### config.mk
export PLATFORM = sky130hd
export DESIGN_NAME = upstream_risk_scheduler
export DESIGN_NICKNAME = d
export VERILOG_FILES = /design/src/rtl/upstream_pkg.sv /design/src/rtl/upstream_risk_scheduler_rr_arbiter.sv /design/src/rtl/upstream_risk_scheduler.sv
export SDC_FILE = /design/constraint.sdc
export NUM_CORES = 1
export LEC_CHECK = 0
export CORE_AREA = 2 2 150 152
export CTS_CLUSTER_DIAMETER = 100
export CTS_CLUSTER_SIZE = 12
export DETAILED_ROUTE_END_ITERATION = 10
export DIE_AREA = 0 0 152 154
export DONT_BUFFER_PORTS = 1
export PLACE_DENSITY = 0.59
export SYNTH_ARGS = -nofsm -noshare
export SYNTH_HDL_FRONTEND = slang
export SYNTH_HIERARCHICAL = 1
export SYNTH_SLANG_ARGS = --single-unit
### constraint.sdc
create_clock -name clk -period 15.5 [get_ports clk]
set_clock_uncertainty 0.05 [all_clocks]
set_input_delay 3.1 -clock clk [delete_from_list [all_inputs] [get_ports clk]]
set_output_delay 3.1 -clock clk [all_outputs]
set_load 0.005 [all_outputs]
### src/rtl/upstream_pkg.sv
// Shared types and default widths for the upstream risk-check scheduler.
package upstream_pkg;

    localparam int DEF_NUM_PORTS = 4;
    localparam int DEF_CLIENT_W  = 5;
    localparam int DEF_AMOUNT_W  = 32;
    localparam int DEF_PORT_W    = $clog2(DEF_NUM_PORTS);

    typedef enum logic [2:0] {
        IDLE,
        READ,
        CHECK,
        WRITE,
        RESP
    } state_t;

    typedef struct packed {
        logic [DEF_PORT_W-1:0]   port;
        logic [DEF_CLIENT_W-1:0] client_id;
        logic [DEF_AMOUNT_W-1:0] amount;
        logic                    is_max;
    } txn_t;

endpackage

### src/rtl/upstream_risk_scheduler_rr_arbiter.sv
// Round-robin arbiter: search starts at the pointer, pointer moves past the winner on advance.
module rr_arbiter
    import upstream_pkg::*;
#(
    parameter int NUM_PORTS = DEF_NUM_PORTS,
    localparam int PORT_W   = $clog2(NUM_PORTS)
) (
    input  logic                 clk,
    input  logic                 reset,
    input  logic [NUM_PORTS-1:0] req,
    input  logic                 advance,
    output logic [NUM_PORTS-1:0] grant,
    output logic [PORT_W-1:0]    grant_idx,
    output logic                 grant_valid
);

    logic [PORT_W-1:0] ptr;
    logic [PORT_W:0]   cand;

    // NOTE: every combinational output gets a default first so no path can infer a latch.
    always_comb begin
        grant       = '0;
        grant_idx   = '0;
        grant_valid = 1'b0;
        cand        = '0;
        for (int i = 0; i < NUM_PORTS; i++) begin
            cand = {1'b0, ptr} + (PORT_W+1)'(i);
            if (cand >= (PORT_W+1)'(NUM_PORTS))
                cand = cand - (PORT_W+1)'(NUM_PORTS);
            if (!grant_valid && req[cand[PORT_W-1:0]]) begin
                grant_valid = 1'b1;
                grant_idx   = cand[PORT_W-1:0];
            end
        end
        if (grant_valid)
            grant = NUM_PORTS'(1) << grant_idx;
    end

    always_ff @(posedge clk) begin
        if (reset)
            ptr <= '0;
        else if (advance)
            ptr <= (grant_idx == PORT_W'(NUM_PORTS - 1)) ? '0 : grant_idx + PORT_W'(1);
    end

endmodule

### src/rtl/upstream_risk_scheduler.sv
// Shares the upstream risk RAMs and exposure check between order-entry ports:
// round-robin grant, then read -> check -> write-back -> response, one transaction at a time.
module upstream_risk_scheduler
    import upstream_pkg::*;
#(
    parameter int NUM_PORTS = DEF_NUM_PORTS,
    parameter int CLIENT_W  = DEF_CLIENT_W,
    parameter int AMOUNT_W  = DEF_AMOUNT_W,
    localparam int PORT_W   = $clog2(NUM_PORTS)
) (
    input  logic                          clk,
    input  logic                          reset,
    input  logic [NUM_PORTS-1:0]          req_valid,
    output logic [NUM_PORTS-1:0]          req_ready,
    input  logic [NUM_PORTS*CLIENT_W-1:0] req_client_id,
    input  logic [NUM_PORTS*AMOUNT_W-1:0] req_amount,
    input  logic [NUM_PORTS-1:0]          req_is_max,
    output logic [CLIENT_W-1:0]           ram_addr,
    output logic                          ram_rd_en,
    input  logic [AMOUNT_W-1:0]           ram_rd_accum,
    input  logic [AMOUNT_W-1:0]           ram_rd_max,
    input  logic [AMOUNT_W-1:0]           ram_rd_cancelled,
    output logic                          ram_wr_en,
    output logic                          ram_wr_sel_max,
    output logic [AMOUNT_W-1:0]           ram_wr_data,
    output logic                          rsp_valid,
    input  logic                          rsp_ready,
    output logic [PORT_W-1:0]             rsp_port,
    output logic [CLIENT_W-1:0]           rsp_client_id,
    output logic                          rsp_accept
);

    state_t state, state_next;

    logic [NUM_PORTS-1:0] grant;
    logic [PORT_W-1:0]    grant_idx;
    logic                 grant_valid;
    logic                 advance;

    logic [CLIENT_W-1:0]  sel_client;
    logic [AMOUNT_W-1:0]  sel_amount;
    logic                 sel_is_max;

    logic [PORT_W-1:0]    port_q;
    logic [CLIENT_W-1:0]  client_q;
    logic [AMOUNT_W-1:0]  amount_q;
    logic                 is_max_q;
    logic                 accept_q;
    logic [AMOUNT_W-1:0]  wr_data_q;

    logic signed [AMOUNT_W+1:0] exposure;
    logic [AMOUNT_W+1:0]        exposure_pos;
    logic [AMOUNT_W:0]          accum_sum;
    logic [AMOUNT_W-1:0]        accum_sat;
    logic                       order_accept;

    assign advance = (state == IDLE) && grant_valid && !reset;

    rr_arbiter #(.NUM_PORTS(NUM_PORTS)) u_arbiter (
        .clk         (clk),
        .reset       (reset),
        .req         (req_valid),
        .advance     (advance),
        .grant       (grant),
        .grant_idx   (grant_idx),
        .grant_valid (grant_valid)
    );

    always_comb begin
        sel_client = '0;
        sel_amount = '0;
        sel_is_max = 1'b0;
        for (int p = 0; p < NUM_PORTS; p++) begin
            if (grant_idx == PORT_W'(p)) begin
                sel_client = req_client_id[p*CLIENT_W +: CLIENT_W];
                sel_amount = req_amount[p*AMOUNT_W +: AMOUNT_W];
                sel_is_max = req_is_max[p];
            end
        end
    end

    // Cancelled orders may exceed accum+amount; negative exposure clamps to zero.
    always_comb begin
        exposure     = $signed({2'b00, ram_rd_accum}) + $signed({2'b00, amount_q})
                     - $signed({2'b00, ram_rd_cancelled});
        exposure_pos = exposure[AMOUNT_W+1] ? '0 : exposure;
        order_accept = exposure_pos <= {2'b00, ram_rd_max};
        accum_sum    = {1'b0, ram_rd_accum} + {1'b0, amount_q};
        accum_sat    = accum_sum[AMOUNT_W] ? '1 : accum_sum[AMOUNT_W-1:0];
    end

    always_ff @(posedge clk) begin
        if (reset)
            state <= IDLE;
        else
            state <= state_next;
    end

    always_comb begin
        state_next = state;
        case (state)
            IDLE:    if (advance) state_next = READ;
            READ:    state_next = CHECK;
            CHECK:   state_next = WRITE;
            WRITE:   state_next = RESP;
            RESP:    if (rsp_ready) state_next = IDLE;
            default: state_next = IDLE;
        endcase
    end

    always_ff @(posedge clk) begin
        if (reset) begin
            port_q    <= '0;
            client_q  <= '0;
            amount_q  <= '0;
            is_max_q  <= 1'b0;
            accept_q  <= 1'b0;
            wr_data_q <= '0;
        end else begin
            if (advance) begin
                port_q   <= grant_idx;
                client_q <= sel_client;
                amount_q <= sel_amount;
                is_max_q <= sel_is_max;
            end
            if (state == CHECK) begin
                accept_q  <= is_max_q | order_accept;
                wr_data_q <= is_max_q ? amount_q : accum_sat;
            end
        end
    end

    always_comb begin
        req_ready      = '0;
        ram_addr       = '0;
        ram_rd_en      = 1'b0;
        ram_wr_en      = 1'b0;
        ram_wr_sel_max = 1'b0;
        ram_wr_data    = '0;
        rsp_valid      = 1'b0;
        rsp_port       = '0;
        rsp_client_id  = '0;
        rsp_accept     = 1'b0;
        case (state)
            IDLE: if (advance) req_ready = grant;
            READ: begin
                ram_addr  = client_q;
                ram_rd_en = 1'b1;
            end
            CHECK: ram_addr = client_q;
            WRITE: begin
                ram_addr       = client_q;
                ram_wr_en      = accept_q;
                ram_wr_sel_max = accept_q & is_max_q;
                ram_wr_data    = accept_q ? wr_data_q : '0;
            end
            RESP: begin
                rsp_valid     = 1'b1;
                rsp_port      = port_q;
                rsp_client_id = client_q;
                rsp_accept    = accept_q;
            end
            default: ;
        endcase
    end

endmodule
## Yosys cells after proc, flatten, opt, wreduce, memory -nomap -nowiden

Index checks and enable logic that the tools add are counted.

- Register bits: 78
- Output and inout bits: 53
- Logic and storage cells: 105

- $add $sub $neg: 11
- Order comparisons: 9
- Equal/unequal tests: 9
- Shift-type cells: 1
- Mux-type cells: 52
- Bitwise logic cells: 2
- Reductions and logical operators: 13

Operators with widths:

| operator | count |
|---|---|
| 32-bit 2-to-1 mux | 8 |
| 32-bit by 32-bit adder with 33-bit output | 2 |
| 33-bit by 32-bit subtractor with 34-bit output | 1 |
| 33-bit by 32-bit <= comparator with 1-bit output | 1 |
| 33-bit 2-to-1 mux | 1 |
| 5-bit 2-to-1 mux | 6 |
| 2-bit 2-to-1 mux | 10 |
| 1-bit 2-to-1 mux | 17 |
| 3-bit case mux with 5 select lines | 1 |
| 2-bit by 3-bit less-than comparator with 1-bit output (second input constant) | 4 |
| 4-bit 2-to-1 mux | 3 |
| 3-bit greater-or-equal comparator (second input constant) | 3 |
| 1-bit binary-select mux with 2-bit select | 4 |
| 2-bit by 1-bit subtractor with 2-bit output (second input constant) | 4 |
| 2-bit by 2-bit adder with 3-bit output (second input constant) | 2 |
| 3-bit by 2-bit == test with 1-bit output (second input constant) | 2 |
| 3-bit 2-to-1 mux | 2 |
| 1-bit logical AND | 5 |
| 2-bit == test (second input constant) | 2 |
| 1-bit zero test | 4 |
| 2-bit inequality test (second input constant) | 2 |
| 1-bit by 2-bit left shift with 4-bit output (first input constant) | 1 |
| 2-bit by 1-bit adder with 3-bit output (second input constant) | 1 |
| 3-bit by 1-bit == test with 1-bit output (second input constant) | 1 |
| 10 further kinds | 10 |

## Logic depth before layout (Yosys ltp)

Gate-level depths: netlist (run 1).

- Word-level depth: 19
- Gate-level depth with buffers: 24

## Cells and area by module

Netlist (run 1), hierarchy kept.

By module, submodules not included:

| module | times used | cells an instance | area an instance (um^2) | sequential area each (um^2) |
|---|---|---|---|---|
| upstream_risk_scheduler | 1 | 1207 | 9481.6 | 1521.5 |
| rr_arbiter | 1 | 30 | 241.5 | 40.0 |

## Worst setup path before layout (run 1)

Ideal clock, no wire load.

- Kind: in2out
- From: input req_valid[2]
- To: output req_ready[0]
- Arrival time: 4.162 ns
- Required time: 12.350 ns
- Setup slack: 8.188 ns
- Cell stages on the path: 7
- Cells stage by stage: mux2i_1 nor2_1 nor3_2 inv_1 ha_1 nor2b_1 and2_1

- Longest elaborated chain between the ends: 16
- Elaborated cells between the ends (all ways): 28

RTL lines:

| item | line | RTL |
|---|---|---|
| start, declared | upstream_risk_scheduler.sv:13 | `input logic [NUM_PORTS-1:0] req_valid,` |
| 1-bit binary-select mux with 2-bit select | upstream_risk_scheduler_rr_arbiter.sv:30 | `if (!grant_valid && req[cand[PORT_W-1:0]]) begin` |
| 1-bit 2-to-1 mux (implied by the code) | upstream_risk_scheduler_rr_arbiter.sv:30 |  |
| 1-bit 2-to-1 mux | upstream_risk_scheduler_rr_arbiter.sv:30 |  |
| 1-bit zero test | upstream_risk_scheduler_rr_arbiter.sv:30 |  |
| 1-bit logical AND | upstream_risk_scheduler_rr_arbiter.sv:30 |  |
| 1-bit 2-to-1 mux | upstream_risk_scheduler_rr_arbiter.sv:30 |  |
| 1-bit zero test | upstream_risk_scheduler_rr_arbiter.sv:30 |  |
| 1-bit logical AND | upstream_risk_scheduler_rr_arbiter.sv:30 |  |
| (+2 left out) | - |  |
| 1-bit logical AND | upstream_risk_scheduler_rr_arbiter.sv:30 |  |
| 2-bit 2-to-1 mux (*) | upstream_risk_scheduler_rr_arbiter.sv:30 |  |
| net grant_idx[0] | upstream_risk_scheduler.sv:36 | `logic [PORT_W-1:0] grant_idx;` |
| 1-bit by 2-bit left shift with 4-bit output (*) | upstream_risk_scheduler_rr_arbiter.sv:36 | `grant = NUM_PORTS'(1) << grant_idx;` |
| 4-bit 2-to-1 mux (*) | upstream_risk_scheduler_rr_arbiter.sv:35 | `if (grant_valid)` |
| net grant[0] | upstream_risk_scheduler.sv:35 | `logic [NUM_PORTS-1:0] grant;` |
| 4-bit 2-to-1 mux (*) | upstream_risk_scheduler.sv:145 | `IDLE: if (advance) req_ready = grant;` |
| 4-bit 2-to-1 mux (*) | upstream_risk_scheduler.sv:144 | `case (state)` |
| end, declared | upstream_risk_scheduler.sv:14 | `output logic [NUM_PORTS-1:0] req_ready,` |

Mark *: on every way through the listed nets, which the timed path passes. The rest lies on a longest branch. The select of a mux whose other input is x is not followed.

## Worst setup path after layout (run 1)

- From: input req_valid[0]
- To: output req_ready[1]

The elaborated chain is that of the path after synthesis.

==> results of run 1 <==
[power groups by stage]
stage | Combinational (mW) | Sequential, mW | Clock (mW)
after floorplan | 0.543 | 0.247 | 0
after global placement | 0.663 | 0.263 | 0
after detailed placement | 0.669 | 0.264 | 0
after CTS | 0.673 | 0.260 | 0.223
after global routing | 0.762 | 0.264 | 0.230
final | 0.672 | 0.260 | 0.216
[cells in the final DEF (no fill, tap or decap), drive strengths merged, types with 26 or more instances in the layout]
cell type	netlist	final
nand2	122	122
a21o	59	59
and2	49	49
nor2	61	61
xnor2	26	26
nand3	28	28
xor2	28	28
o21ai	64	64
ha	101	101
dfxtp	78	78
fa	33	33
inv	172	174
a21oi	137	137
mux4	38	38
[registers in the layout (all words and copies together) (netlist names)]
signal         flops
is_max_q           1
amount_q          32
state              3
client_q           5
wr_data_q         32
port_q             2
u_arbiter/ptr      2
accept_q           1
[synthesized netlist by cell type, types with 3 or more instances]
cell type,instances,area [µm²]
a2111oi_0,3,26.3
a211oi_1,6,45.0
a211oi_2,7,87.6
a21boi_0,3,22.5
a21o_1,59,443
a21oi_1,137,686
a31oi_1,10,62.6
a41oi_1,4,35.0
and2_1,48,300
and3_1,24,150
buf_1,5,18.8
buf_2,7,35.0
buf_6,3,33.8
clkbuf_1,39,146
dfxtp_1,78,1560
fa_1,33,661
ha_1,101,1260
inv_1,172,646
mux4_2,38,856
nand2_1,121,454
nand2b_1,8,50.1
nand3_1,27,135
nand4_1,10,62.6
nor2_1,60,225
nor2b_1,14,87.6
nor3_1,16,80.1
nor3b_1,3,22.5
nor4_1,3,18.8
o2111ai_1,3,26.3
o211ai_1,7,52.6
o21a_1,10,75.1
o21ai_0,59,295
o21ai_1,4,20.0
o21bai_1,8,60.1
o221ai_1,3,26.3
xnor2_1,26,228
xor2_1,28,245
[stage by stage]
| stage | power [mW] | hold WS, ns | util, % | instance area [µm²] | setup slack, ns |
|---|---|---|---|---|---|
| after floorplan | 0.790 | 0.367 | - | 9720 | 8.19 |
| after global placement | 0.926 | 0.375 | 45.6 | 9880 | 7.54 |
| after detailed placement | 0.934 | 0.381 | 45.6 | 9880 | 7.36 |
| after CTS | 1.16 | 0.399 | 46.9 | 10200 | 7.59 |
| after global routing | 1.26 | 0.410 | 46.9 | 10200 | 7.26 |
| final | 1.15 | 0.395 | 46.9 | 10200 | 7.61 |
[cell families after synthesis]
family | after synthesis | share of synthesized area [%]
compound gates | 347 | 22.9
xor+xnor | 54 | 4.86
fa+ha+maj | 134 | 19.8
buf+inv | 228 | 9.20
flops | 78 | 16.1
mux | 41 | 9.12
simple gates | 355 | 18.1
[path summary, 6_finish.rpt]
check                             startpoint                          to  slack, ns  depth (start not counted)
setup / recovery                req_valid[0]                req_ready[1]       7.61                          7
hold / removal    wr_data_q[12]$_SDFFE_PP0N_  wr_data_q[12]$_SDFFE_PP0N_       0.39                          1
setup reg to reg   amount_q[19]$_SDFFE_PP0P_       accept_q$_SDFFE_PP0N_       9.98                         21
hold reg to reg   wr_data_q[12]$_SDFFE_PP0N_  wr_data_q[12]$_SDFFE_PP0N_       0.39                          1
[layout make-up]
cell class              instances  share of cell area [%]
clock buffers                   9                    2.21
clock inverters                 6                   0.688
inverters                     172                    6.34
multi-input cells             931                    71.5
flip-flops and latches         78                    15.3
well taps                     280                    3.44
repair buffers                  6                   0.443
[metal layers]
layer / part of all wire, % / track usage [%] / vias to the layer above
met2: 48 / 41.3 / 278
met3: 5.4 / 4.03 / 34
met5: 0 / 0 / -
met4: 2.2 / 7.25 / 0
met1: 45 / 31.4 / 3778
li1: - / - / 4231
==> flow_metrics.py, run 1 <==
metrics = {
    "status": {
        "outcome": "completed",
    },
    "placed_design": {
        "dp_hpwl_um": 24300,
        "place_inst": 1467,
        "port_buffers": 0,
        "globalplace.congestion": 0.940,
    },
    "clock_network": {
        "clockRootBuffer": "clkbuf_16",
        "cts_buffer_depth": 2,
        "post_cts_resized": 0,
        "cts.sinks": 78,
        "post_cts_buffers": 0,
        "cts_max_level": 3,
        "postCtsHoldBufs": 0,
        "cts-buffers-inserted": 9,
        "insertion_delay_ns": 0.35,
        "cts_tree": "built",
        "clk_pin_slew_worst_paths_ns": 0.06,
    },
    "global_routing": {
        "grt_pass1_vias": 8390,
        "antenna_found_initial": 0,
        "grt_util_all_layers_pct": 24.2,
        "grt_start_max_net_pins": 56,
        "grt_overflow": 0,
        "grt_pass1_wl_um": 45000,
    },
    "final_layout": {
        "fillers": 2203,
        "antenna_cells": 0,
        "seq_area_mm2": 0.00156,
        "area_growth_syn_to_layout_pct": 4.68,
        "final_cells": 1482,
        "multi_input_area_mm2": 0.00728,
        "drive_gt1_share_pct": 7.32,
        "final_nets": 1587,
    },
    "detailed_routing": {
        "postRouteAntennaNets": 0,
        "firstDrtPassIters": 6,
        "wirelength_um": 28800,
        "vias_per_cell": 5.61,
        "wire_per_inst_um": 19.4,
        "drtIter0Drc": 272,
        "drc": 0,
        "num_vias": 8321,
    },
    "worst_setup_path": {
        "critPathBufInv": 1,
        "worst_ep_arrival_time_ns": 4.74,
        "cp_slowest_cell": "o22a_2",
        "worst-path-max-fanout": 42,
        "path_cells": "a21oi_1 > o21a_1 > o22a_2 > inv_1 > ha_1 > nor2b_1 > and2_1",
        "startpoint_type": "input port",
        "cp_slowest_stage_delay_ns": 0.74,
        "crit_path_end_kind": "output pin",
        "required_ns": 12.35,
        "path_class": "input port to output pin",
        "cp_top_family": "compound AO/OA/AOI/OAI gates",
    },
    "yosys": {
        "syn_area_mm2": 0.00972,
        "ys_types": 74,
        "synth_edf_count": 0,
        "synth_cells": 1237,
        "ys_seq_elements": 78,
        "syn_nets": 1626,
        "yosysSeqAreaShare_pct": 16.1,
        "syn_avg_cell_area_um2": 7.86,
        "postSynth.asyncResetShare_pct": 0,
        "ys.flop_type": "dfxtp_1",
        "yosysWarnings": 6,
    },
    "power_and_ir_drop": {
        "ir_worst_vdd_uv": 74.5,
        "p_leak_nw": 4.89,
        "switchingPower_uw": 510,
        "pwr-share-seq_pct": 22.6,
        "swShare_pct": 44.4,
        "power_frac_clock_pct": 18.8,
        "pwr-share-comb_pct": 58.5,
        "power_density_mw_per_mm2": 113,
        "p_int_uw": 638,
    },
    "hold_path": {
        "holdCritPathClass": "register to register",
    },
    "sta": {
        "setup_viol": 0,
        "hold_viol": 0,
        "fin_crit_sh_pct": 50.9,
        "setup_tns_ns": 0,
        "slew-limit-headroom_pct": 36.3,
        "worst_pin_slew_ns": 0.956,
        "min_period_ns": 7.89,
        "fmax_mhz": 127,
        "rsz0062_at_grt": "false",
        "slew_violations": 0,
    },
    "floorplanning": {
        "die-height_um": 154,
        "rows": 54,
        "die_area_mm2": 0.0234,
        "ioPinCount": 308,
        "start_util_pct": 44.8,
        "die_x_um": 152,
        "core-area_mm2": 0.0217,
    },
    "flow_run": {
        "cap_violations": 0,
    },
}
Power figures use the tool's default switching activity.
==> run 2: changes to the inputs <==
Settings changed: PLACE_DENSITY 0.59 to 0.62.
Clock period 15.5 ns to 7.17 ns, I/O delays scaled along.
==> flow_metrics.py, run 2 (synthesis results as in run 1) <==
metrics = {
    "detailed_routing": {
        "wirelength_um": 29100,
        "wire_per_inst_um": 19.6,
        "firstDrtPassIters": 5,
        "drtIter0Drc": 366,
        "postRouteAntennaNets": 0,
        "num_vias": 8401,
        "vias_per_cell": 5.66,
        "drc": 0,
    },
    "power_and_ir_drop": {
        "power_density_mw_per_mm2": 245,
        "ir_worst_vdd_uv": 137,
        "p_leak_nw": 4.90,
        "finalPower_mw": 2.50,
    },
    "worst_setup_path": {
        "r2r_start": "amount_q[1]$_SDFFE_PP0P_",
        "cp.depth": 23,
        "cpMostUsedCell": "o21ai_0",
        "worst-path-max-fanout": 4,
        "worst_ep_arrival_time_ns": 6.02,
        "r2r_end": "accept_q$_SDFFE_PP0N_",
        "crit_path_end_kind": "register",
        "cp_slowest_cell": "fa_1",
        "startpoint": "ram_rd_accum[1]",
        "path_class": "input port to register",
        "critPathBufInv": 2,
        "cp_slowest_stage_delay_ns": 0.56,
        "path_cells": "inv_1 > fa_1 > inv_1 > fa_1 > a211oi_1 > o21ai_0 > a311o_1 > nand4_1 > nand2_1 > a21oi_1 > nand2_1 > xnor2_1 > and2_1 > ha_1 > a21oi_1 > nor2b_1 > o21ai_0 > nand2b_1 > a2111oi_0 > o21ai_0 > a21oi_1 > o21ai_0 > nor3b_1",
        "required_ns": 7.39,
        "crit_path_end": "accept_q$_SDFFE_PP0N_",
        "r2r_slack_ns": 2.00,
        "reg2reg_depth": 23,
        "startpoint_type": "input port",
        "cp_top_family": "compound AO/OA/AOI/OAI gates",
    },
    "sta": {
        "fmax_mhz": 173,
        "min_period_ns": 5.80,
        "hold_viol": 0,
        "fin_ws_ns": 1.37,
        "fin_crit_sh_pct": 80.8,
        "setup_tns_ns": 0,
        "worst_pin_slew_ns": 0.998,
        "slew_violations": 0,
        "holdWs_ns": 0.397,
        "slew-limit-headroom_pct": 33.3,
        "rsz0062_at_grt": "false",
        "setup_viol": 0,
    },
    "placed_design": {
        "dp_hpwl_um": 24700,
        "postPlaceCellArea_mm2": 0.00989,
        "dp_slack_ns": 1.04,
        "globalplace.congestion": 0.940,
        "port_buffers": 0,
    },
    "floorplanning": {
        "core-area_mm2": 0.0217,
        "ioPinCount": 308,
        "start_util_pct": 44.8,
        "die_x_um": 152,
        "die_area_mm2": 0.0234,
        "die-height_um": 154,
        "rows": 54,
    },
    "final_layout": {
        "area_growth_syn_to_layout_pct": 4.76,
        "reg_top3": "amount_q: 32 flops, wr_data_q: 32 flops, client_q: 5 flops",
        "mostFrequentLayoutCells": "inv_1, a21oi_1, nand2_1, ha_1, dfxtp_1",
        "final_cell_area_mm2": 0.0102,
        "drive_gt1_share_pct": 7.40,
        "final_nets": 1588,
        "antenna_cells": 0,
        "final_common_cell": "inv_1",
    },
    "hold_path": {
        "holdCritPathClass": "register to register",
        "holdPathStages": 1,
    },
    "clock_network": {
        "clockRootBuffer": "clkbuf_16",
        "cts_tree": "built",
        "cts_max_level": 3,
        "cts-buffers-inserted": 9,
        "clk_pin_slew_worst_paths_ns": 0.07,
        "post_cts_resized": 0,
        "cts_buffer_depth": 2,
        "insertion_delay_ns": 0.35,
        "postCtsHoldBufs": 0,
        "cts.sinks": 78,
        "post_cts_buffers": 0,
    },
    "status": {
        "outcome": "completed",
    },
    "global_routing": {
        "grt_overflow": 0,
        "grt_util_all_layers_pct": 24.6,
        "grt_start_max_net_pins": 56,
        "grt_pass1_wl_um": 45800,
        "antenna_found_initial": 0,
        "grt_pass1_vias": 8588,
    },
    "flow_run": {
        "cap_violations": 0,
    },
}
==> run 2: cell types whose count changed in the layout (fill, tap and decap cells not counted) <==
cell	delta
buf_4	+1
==> run 2: area by class of cell <==
type                    instances  area [µm²]
fillers                      2146       11500
multi-input cells             931        7280
flip-flops and latches         78        1560
inverters                     172         646
well taps                     280         350
clock buffers                   9         225
clock inverters                 6        70.1
repair buffers                  7        52.6
==> run 2: power by group <==
part	total, mW	switching (mW)	internal [mW]
Clock	0.473	0.202	0.270
Sequential	0.561	0.0679	0.493
Combinational	1.46	0.845	0.620
Total	2.50	1.12	1.38
==> run 2: stage by stage <==
step | std cells | utilization [%]
3_3_place_gp | 1468 | 45.6
3_5_place_dp | 1468 | 45.6
5_1_grt | 1483 | 47.0
6_report | 1483 | 47.0
4_1_cts | 1483 | 47.0
2_1_floorplan | 1237 | -
==> run 2: metal layers <==
metal,vias to the layer above,GRT usage [%],share of wire [%]
met5,-,0,0
met4,0,6.32,2.0
met3,30,4.54,6.2
met2,276,42.1,48
met1,3868,32.0,44
li1,4227,-,-
==> run 2: how the worst min path moves through the flow <==
stage	from	slack [ns]	endpoint
floorplan	wr_data_q[0]$_SDFFE_PP0N_	0.37	wr_data_q[0]$_SDFFE_PP0N_
global placement	wr_data_q[8]$_SDFFE_PP0N_	0.38	wr_data_q[8]$_SDFFE_PP0N_
detailed placement	wr_data_q[11]$_SDFFE_PP0N_	0.38	wr_data_q[11]$_SDFFE_PP0N_
CTS	wr_data_q[1]$_SDFFE_PP0N_	0.40	wr_data_q[1]$_SDFFE_PP0N_
global route	wr_data_q[12]$_SDFFE_PP0N_	0.41	wr_data_q[12]$_SDFFE_PP0N_
finish	wr_data_q[30]$_SDFFE_PP0N_	0.40	wr_data_q[30]$_SDFFE_PP0N_
